## src/rtl/johnson_pkg.sv

```systemverilog
// rtl/johnson_pkg.sv - shared Johnson code helpers and lock-state type
package johnson_pkg;

  localparam int JMAX_W = 32;

  typedef enum logic {
    UNLOCKED = 1'b0,
    LOCKED   = 1'b1
  } lock_state_t;

  // idx 0..W sets the low idx bits; idx W+j sets bits j..W-1 (the top W-j bits).
  function automatic logic [JMAX_W-1:0] johnson_encode(input int idx, input int width);
    logic [JMAX_W-1:0] c;
    c = '0;
    for (int b = 0; b < JMAX_W; b++) begin
      if (b < width) begin
        if (idx <= width) c[b] = (b < idx);
        else              c[b] = (b >= idx - width);
      end
    end
    return c;
  endfunction

  function automatic int johnson_decode(input logic [JMAX_W-1:0] code, input int width);
    int p;
    p = 0;
    for (int b = 0; b < JMAX_W; b++) begin
      if (b < width) p = p + int'(code[b]);
    end
    return code[width-1] ? (2 * width - p) : p;
  endfunction

endpackage

```

## src/rtl/johnson_step_classify.sv

```systemverilog
// rtl/johnson_step_classify.sv - classifies the modular step between two Johnson indices
import johnson_pkg::*;

module johnson_step_classify #(
  parameter int WIDTH = 3,
  localparam int IDX_W = $clog2(2 * WIDTH)
) (
  input  logic [IDX_W-1:0] idx,
  input  logic [IDX_W-1:0] prev,
  output logic             hold,
  output logic             up,
  output logic             down,
  output logic             skip
);

  localparam logic [IDX_W:0] NS = (IDX_W + 1)'(2 * WIDTH);

  logic [IDX_W:0] d;

  always_comb begin
    if (idx >= prev) d = {1'b0, idx} - {1'b0, prev};
    else             d = {1'b0, idx} + NS - {1'b0, prev};
  end

  assign hold = (d == '0);
  assign up   = (d == (IDX_W + 1)'(1));
  assign down = (d == NS - (IDX_W + 1)'(1));
  assign skip = !(hold || up || down);

endmodule

```

## src/rtl/johnson_decoder_monitor.sv

```systemverilog
// rtl/johnson_decoder_monitor.sv - Johnson code decoder with direction, lock and error tracking
import johnson_pkg::*;

module johnson_decoder_monitor #(
  parameter int WIDTH = 3,
  parameter int CNT_W = 8,
  localparam int IDX_W = $clog2(2 * WIDTH)
) (
  input  logic             clock,
  input  logic             reset,
  input  logic             in_valid,
  input  logic [WIDTH-1:0] code_in,
  output logic             out_valid,
  output logic [IDX_W-1:0] index,
  output logic             dir,
  output logic             hold,
  output logic             code_err,
  output logic             step_err,
  output logic             locked,
  output logic [CNT_W-1:0] err_count
);

  lock_state_t       state_q, state_d;
  logic [IDX_W-1:0]  index_d;
  logic              dir_d, hold_d, code_err_d, step_err_d, err_inc;
  logic [CNT_W-1:0]  err_count_d;

  logic [JMAX_W-1:0] code_ext, code_enc;
  logic [IDX_W-1:0]  dec_idx;
  logic              legal;
  logic              st_hold, st_up, st_down, st_skip;

  // Round-trip through the encoder: any word that does not re-encode to itself is illegal.
  assign code_ext = JMAX_W'(code_in);
  assign dec_idx  = IDX_W'(johnson_decode(code_ext, WIDTH));
  assign code_enc = johnson_encode(int'(dec_idx), WIDTH);
  assign legal    = (code_enc == code_ext);

  johnson_step_classify #(.WIDTH(WIDTH)) u_classify (
    .idx  (dec_idx),
    .prev (index),
    .hold (st_hold),
    .up   (st_up),
    .down (st_down),
    .skip (st_skip)
  );

  always_comb begin
    state_d    = state_q;
    index_d    = index;
    dir_d      = dir;
    hold_d     = 1'b0;
    code_err_d = 1'b0;
    step_err_d = 1'b0;
    err_inc    = 1'b0;
    if (in_valid) begin
      if (!legal) begin
        code_err_d = 1'b1;
        err_inc    = 1'b1;
        state_d    = UNLOCKED;
      end else begin
        index_d = dec_idx;
        case (state_q)
          UNLOCKED: state_d = LOCKED;
          LOCKED: begin
            if (st_hold)      hold_d = 1'b1;
            else if (st_up)   dir_d  = 1'b0;
            else if (st_down) dir_d  = 1'b1;
            else if (st_skip) begin
              step_err_d = 1'b1;
              err_inc    = 1'b1;
            end
          end
          default: state_d = UNLOCKED;
        endcase
      end
    end
    err_count_d = (err_inc && (err_count != {CNT_W{1'b1}})) ? err_count + 1'b1 : err_count;
  end

  always_ff @(posedge clock) begin
    if (reset) begin
      state_q   <= UNLOCKED;
      out_valid <= 1'b0;
      index     <= '0;
      dir       <= 1'b0;
      hold      <= 1'b0;
      code_err  <= 1'b0;
      step_err  <= 1'b0;
      err_count <= '0;
    end else begin
      state_q   <= state_d;
      out_valid <= in_valid;
      index     <= index_d;
      dir       <= dir_d;
      hold      <= hold_d;
      code_err  <= code_err_d;
      step_err  <= step_err_d;
      err_count <= err_count_d;
    end
  end

  assign locked = (state_q == LOCKED);

endmodule

```

## config.mk

```make
export PLATFORM = sky130hd
export DESIGN_NAME = johnson_decoder_monitor
export DESIGN_NICKNAME = d
export VERILOG_FILES = /design/src/rtl/johnson_pkg.sv /design/src/rtl/johnson_step_classify.sv /design/src/rtl/johnson_decoder_monitor.sv
export SDC_FILE = /design/constraint.sdc
export NUM_CORES = 1
export LEC_CHECK = 0
export CORE_UTILIZATION = 40
export CTS_BUF_LIST = sky130_fd_sc_hd__clkbuf_16
export CTS_CLUSTER_SIZE = 16
export DETAILED_ROUTE_END_ITERATION = 6
export PLACE_DENSITY = 0.68
export SYNTH_ARGS = -nofsm -noshare
export SYNTH_HDL_FRONTEND = slang
export SYNTH_SLANG_ARGS = --single-unit
```

## constraint.sdc

```tcl
create_clock -name clock -period 5.9 [get_ports clock]
set_input_delay 1.475 -clock clock [delete_from_list [all_inputs] [get_ports clock]]
set_output_delay 1.475 -clock clock [all_outputs]
set_load 0.01 [all_outputs]
```

* Word-level counts from Yosys, hierarchy flattened
Cells that the tools add are included.
** Storage, ports and cells
- Bits in registers :: 17
- Input bits :: 6
- Output and inout bits :: 17
- Word-level logic and storage cells :: 59
** Cells by class
- $add $sub $neg :: 8
- $lt $le $gt $ge :: 8
- Equality and inequality tests :: 4
- Multiplexer cells :: 17
- Bitwise gates (word level) :: 4
- Reduce and logical (&&, ||, !) cells :: 10
** Operators with widths (number)
- 1-bit two-way mux :: 15
- 8-bit by 1-bit adder with 8-bit output, second input constant :: 1
- 8-bit inequality test, second input constant :: 1
- 1-bit by 3-bit less-than comparator with 1-bit output, first input constant :: 2
- 5-bit AND reduction :: 1
- 3-bit by 3-bit adder with 4-bit output, second input constant :: 1
- 4-bit by 1-bit == test with 1-bit output, second input constant :: 1
- 4-bit by 3-bit == test with 1-bit output, second input constant :: 1
- 1-bit by 4-bit >= comparator with 1-bit output, first input constant :: 1
- 2-bit by 4-bit >= comparator with 1-bit output, first input constant :: 1
- 3-bit by 4-bit >= comparator with 1-bit output, first input constant :: 1
- 4-bit zero test :: 1
- 4-bit two-way mux :: 1
- 1-bit inverter :: 4
- 4-bit OR reduction :: 1
- 3-bit by 2-bit subtractor with 4-bit output, second input constant :: 1
- 3-bit by 3-bit subtractor with 4-bit output :: 1
- 4-bit by 3-bit subtractor with 4-bit output :: 1
- 2-bit by 1-bit adder with 3-bit output :: 1
- 3-bit == test :: 1
- 3-bit >= comparator :: 1
- 3-bit by 2-bit <= comparator with 1-bit output, second input constant :: 1
- 2-bit by 3-bit less-than comparator with 1-bit output, first input constant :: 1
- 3-bit two-way mux :: 1
- 8 further kinds :: 9

* Depth between registers and ports, before layout
Gate-level depths: netlist of the first run.
- Word-level depth :: 18
- Mapped depth :: 18
- Mapped depth without buffers :: 18

* Modules after synthesis
Synthesis of the first run repeated with hierarchy kept, for this count alone.
** Unflattened totals
- Cell total of the unflattened synthesis :: 138
- Area, all modules :: 1248.7 um2
** Modules (own cells, without submodules)
- johnson_decoder_monitor :: instances 1, cells each 97, area an instance 930.9 um2, sequential area each 340.3 um2
- johnson_step_classify :: instances 1, cells each 41, area an instance 317.8 um2, sequential area each 0.0 um2

* Least setup slack after synthesis of the first run
Ideal clock, no wire load.
- Kind :: input to register
- From :: in code_in[0]
- To :: reg err_count[3]
- Library setup time :: 0.121 ns
- Data arrival time :: 5.034 ns
- Setup slack :: 0.745 ns
- Stages :: 18
- Path buffers :: 0
- Cell sequence :: inv_1 > fa_1 > inv_1 > ha_1 > nand2_1 > o21ai_2 > inv_2 > ha_1 > inv_1 > ha_1 > inv_1 > fa_1 > xor2_1 > and4b_1 > a31oi_4 > o21ai_4 > a2111oi_2 > mux2_2
** Between the ends
- Longest elaborated chain between the ends :: 18
- Elaborated cells between the ends (all ways) :: 34
- Classes of those cells :: add/sub (7); order compare (8); eq/ne (3); mux (12); reduce/logical (4)
** RTL lines
- start: declaration :: RTL line johnson_decoder_monitor.sv:12 : input logic [WIDTH-1:0] code_in,
- 1-bit by 1-bit adder with 2-bit output (*) :: RTL line johnson_pkg.sv:28 : if (b < width) p = p + int'(code[b]);
- 2-bit by 1-bit adder with 3-bit output (*) :: RTL line johnson_pkg.sv:28
- 3-bit subtractor :: RTL line johnson_pkg.sv:30 : return code[width-1] ? (2 * width - p) : p;
- 3-bit two-way mux (*) :: RTL line johnson_pkg.sv:30
- named net dec_idx[0] :: RTL line johnson_decoder_monitor.sv:29 : logic [IDX_W-1:0] dec_idx;
- 3-bit by 3-bit adder with 4-bit output :: RTL line johnson_step_classify.sv:22 : else d = {1'b0, idx} + NS - {1'b0, prev};
- 4-bit by 3-bit subtractor with 4-bit output :: RTL line johnson_step_classify.sv:22
- 4-bit two-way mux :: RTL line johnson_step_classify.sv:21 : if (idx >= prev) d = {1'b0, idx} - {1'b0, prev};
- 4-bit by 1-bit == test with 1-bit output or 4-bit zero test (tied branches) :: RTL line johnson_step_classify.sv:26, johnson_step_classify.sv:25
- 1-bit logical OR (2 in series) :: RTL line johnson_step_classify.sv:28 : assign skip = !(hold || up || down);
- 1-bit two-way mux :: RTL line johnson_decoder_monitor.sv:69 : else if (st_skip) begin
- 1-bit two-way mux
- 1-bit two-way mux :: RTL line johnson_decoder_monitor.sv:67 : else if (st_up) dir_d = 1'b0;
- 1-bit two-way mux (2 in series)
- 1-bit two-way mux (*) :: RTL line johnson_decoder_monitor.sv:57 : if (!legal) begin
- 1-bit two-way mux (*) :: RTL line johnson_decoder_monitor.sv:56 : if (in_valid) begin
- 1-bit logical AND (*) :: RTL line johnson_decoder_monitor.sv:78 : err_count_d = (err_inc && (err_count != {CNT_W{1'b1}})) ? err_count + 1'b1 : err_count;
- end signal: assignment :: RTL line johnson_decoder_monitor.sv:99 : err_count <= err_count_d;
- end: declaration :: RTL line johnson_decoder_monitor.sv:20 : output logic [CNT_W-1:0] err_count
The timed path passes the listed nets; every way through them passes the cells marked *.
A chain may end at the register's enable or synchronous reset.

* Worst setup path in the final report of the first run
- From :: in code_in[1]
- To :: reg err_count[3]
The elaborated chain is that of the path after synthesis.

==> flow_summary_export.csv, run 1 <==
group,metric,value,unit
status,outcome,"complete, no violations",
sta,maxSlewHeadroom,52.8,%
routing,drt_drc,0,
finish,num-nets-final,201,
synthesis,ys_warn_count,0,
sta,maxSlewViolCount,0,
synthesis,synth-async-reset-ratio,0,%
sta,final.hold.worst_slack,475,ps
critical_path,path_max_fanout,8,
synthesis,synth_sequential_area_ratio,25.7,%
clock_network,max-clock-path-buffers,2,
synthesis,synth_compound_gate_area_share,17.3,%
global_routing,grt_busiest_layer,"met2",
global_routing,met2_layer_usage_reported_by_global_route,29.9,%
sta,report.final.hold_viol_count,0,
synthesis,synth.avg_cell_area,8.78,sq um
clock_network,ctsHtreeMaxLevel,1,
synthesis,synth_cell_types,42,
clock_network,cts_buffers,3,
critical_path,worst-setup-path-type,"primary input to flop",
global_routing,global_route_congestion_overflow_total,0,
global_routing,grt_max_degree,24,
clock_network,tritoncts_num_sinks,17,
synthesis,synth_edf_count,0,
synthesis,synthMuxAreaShare,7.45,%
min_path,hold_depth,2,
critical_path,endpoint_kind,"flop",
sta,slew_at_the_pin_closest_to_its_max_slew_limit,705,ps
routing,via_density,5.10,
floorplanning,die_width,59.6,um
clock_network,cts.reportedPaths.clkPinSlew,50,ps
power_and_ir_drop,power.leakage,0.000696,uW
clock_network,ctsRootBufferMaster,"clkbuf_16",
critical_path,start_kind,"primary input",
sta,fin_crit,5550,ps
sta,fmax,0.180,GHz
placement,dp_cells,218,
global_routing,number_of_antenna_violations_at_the_first_check_in_global_routing,0,
synthesis,synth_simple_gate_area_share,24.2,%
global_routing,grt_util_met3,4.59,%
placement,place_congestion,0.794,
critical_path,worst_ep_arrival_time,5690,ps
floorplanning,chipHeight,59.6,um
clock_network,clock_latency,250,ps
finish,layout.cells.most_common,"clkdlybuf4s50_1",
finish,multi_input_area,888,sq um
min_path,holdCritPathClass,"flop to flop",
global_routing,met1_usage,20.8,%
synthesis,synth_top_family_by_area,"simple AND/OR/NAND/NOR gates",
power_and_ir_drop,power-per-cell-area,228,mW/mm^2
finish,fin_cells,222,
routing,drtPass1Iterations,4,
finish,final_layout_size_suffix_gt1_share,12.4,%
job,maxCapViolCount,0,
synthesis,postSynthCellCount,151,
finish,layout.area.seq,340,sq um
sta,final_clock_period_utilization_by_the_worst_path,94.1,%
sta,final_layout_setup_total_negative_slack,0,ps
sta,finalSetupViolations,0,
synthesis,synth.ff_latch_count,17,
sta,setup_repair_after_global_routing_missed_its_margin,"no",
routing,via_count,1133,
global_routing,grt_first_pass_wirelength,4.62,mm
clock_network,cts_tree,"built",
synthesis,synth.cell_area,0.00133,sq mm
clock_network,cts_hold_repair.buffers,0,
critical_path,worst-r2r-cell-count,8,
synthesis,ys.flop_type,"dfxtp_1",
clock_network,post-cts-setup-buffer-count,0,
sta,worst_clock_skew,2.63,ps
placement,place.port_buffers,22,
placement,estimated_wirelength_of_the_detail_placed_design,2.12,mm
finish,syn_to_final_growth,26.9,%
routing,detail_route.wirelength,2.67,mm
synthesis,synth_xor_xnor_area_share,0.660,%
routing,first_iter_violations,51,
floorplanning,initial_utilization,42.7,%
finish,most-common-layout-cells,"clkdlybuf4s50_1 (22), dfxtp_1 (17), inv_1 (16)",
global_routing,vias_in_the_first_global_route,1089,
floorplanning,floorplan.core_area,0.00310,sq mm
critical_path,critPathRequiredTime,6040,ps
clock_network,ctsResizeCount,0,
routing,wire_per_inst,12.0,um
finish,layout.filler_cells,300,
floorplanning,total_die_area,0.00355,sq mm
power_and_ir_drop,vdd.ir_drop.worst,0.198,mV
finish,n_antenna_cell,0,
floorplanning,pin_count,23,
routing,antenna_left,0,
synthesis,synth_fa_ha_area_share,17.4,%
floorplanning,placementRows,20,
global_routing,gr-usage-all-layers,16.9,%
synthesis,postSynthNetCount,173,
power_and_ir_drop,total_power,383,uW
critical_path,reg2reg_setup_slack,2810,ps
registers in the layout, summed over array words and instances (netlist names):
name       flops
err_count      8
index          3
code_err       1
dir            1
hold           1
locked         1
out_valid      1
step_err       1
through the flow:
stage	cell area [sq um]	setup WS, ps	utilization [%]
floorplan	1330	745	-
global placement	1600	158	51.7
detailed placement	1600	109	51.7
CTS	1680	361	54.2
global route	1680	136	54.2
finish	1680	346	54.2
critical path, cell delays in order:
cell and delay, ps:
clkdlybuf4s50_1 550, inv_1 80, fa_1 530, inv_1 60, ha_1 290, nand2_1 60
o21ai_2 130, inv_2 130, ha_1 300, inv_1 60, ha_1 120, inv_1 40
fa_1 360, xor2_1 150, and4b_1 230, a31oi_4 220, o21ai_4 130, a2111oi_2 390
mux2_2 370
per-layer routing:
metal  share of wire (%)  wire [um]
met3                 3.5         93
met4               0.075          2
met2                  50       1330
met1                  47       1250
met5                   0          0
where the power goes:
| part | leakage [uW] | switching [uW] | internal [uW] | total [uW] |
|---|---|---|---|---|
| clock network | 0.0000409 | 43.3 | 90.6 | 134 |
| logic | 0.000517 | 69.8 | 54.3 | 124 |
| registers | 0.000138 | 5.12 | 120 | 125 |
synth_stat cells, types with 4 or more instances:
master	number	area [sq um]
dfxtp_1	17	340
a21oi_1	12	60.1
mux2_2	4	45.0
inv_1	16	60.1
nand2_1	12	45.0
nor3_1	5	25.0
ha_1	12	150
nor2b_1	6	37.5
nor2_1	12	45.0
nand4_1	4	25.0
fa_1	4	80.1
nand3_1	5	25.0
worst paths after layout:
kind / startpoint / endpoint
max reg2reg: index[0] / err_count[3]
min: dir / dir
max: code_in[1] / err_count[3]
min reg2reg: dir / dir
cells by family (layout without fill, tap and decap cells):
family,count (synthesis),in the layout
adders and majority gates,16,16
xor gates and xnor gates,1,1
AOI/OAI and AO/OA,27,27
muxes,9,9
DFF,17,17
and+or+nand+nor,60,60
buffers and inverters,21,48
layout make-up:
cell class / instances / share of cell area [%]
Multi-Input combinational cell: 113 / 52.8
Tap cell: 44 / 3.27
Clock buffer: 3 / 4.46
Inverter: 18 / 4.09
Clock inverter: 1 / 0.297
Timing Repair Buffer: 26 / 14.9
Sequential cell: 17 / 20.2
(Power assumes the default switching activity.)
==> run 2, diff against run 1 <==
- CAP_MARGIN: not set -> 20
- CTS_CLUSTER_SIZE: 16 -> 12
- SLEW_MARGIN: not set -> 0
==> results of run 2 <==
Same layout as run 1: the final DEF is identical, and so are final timing and power.
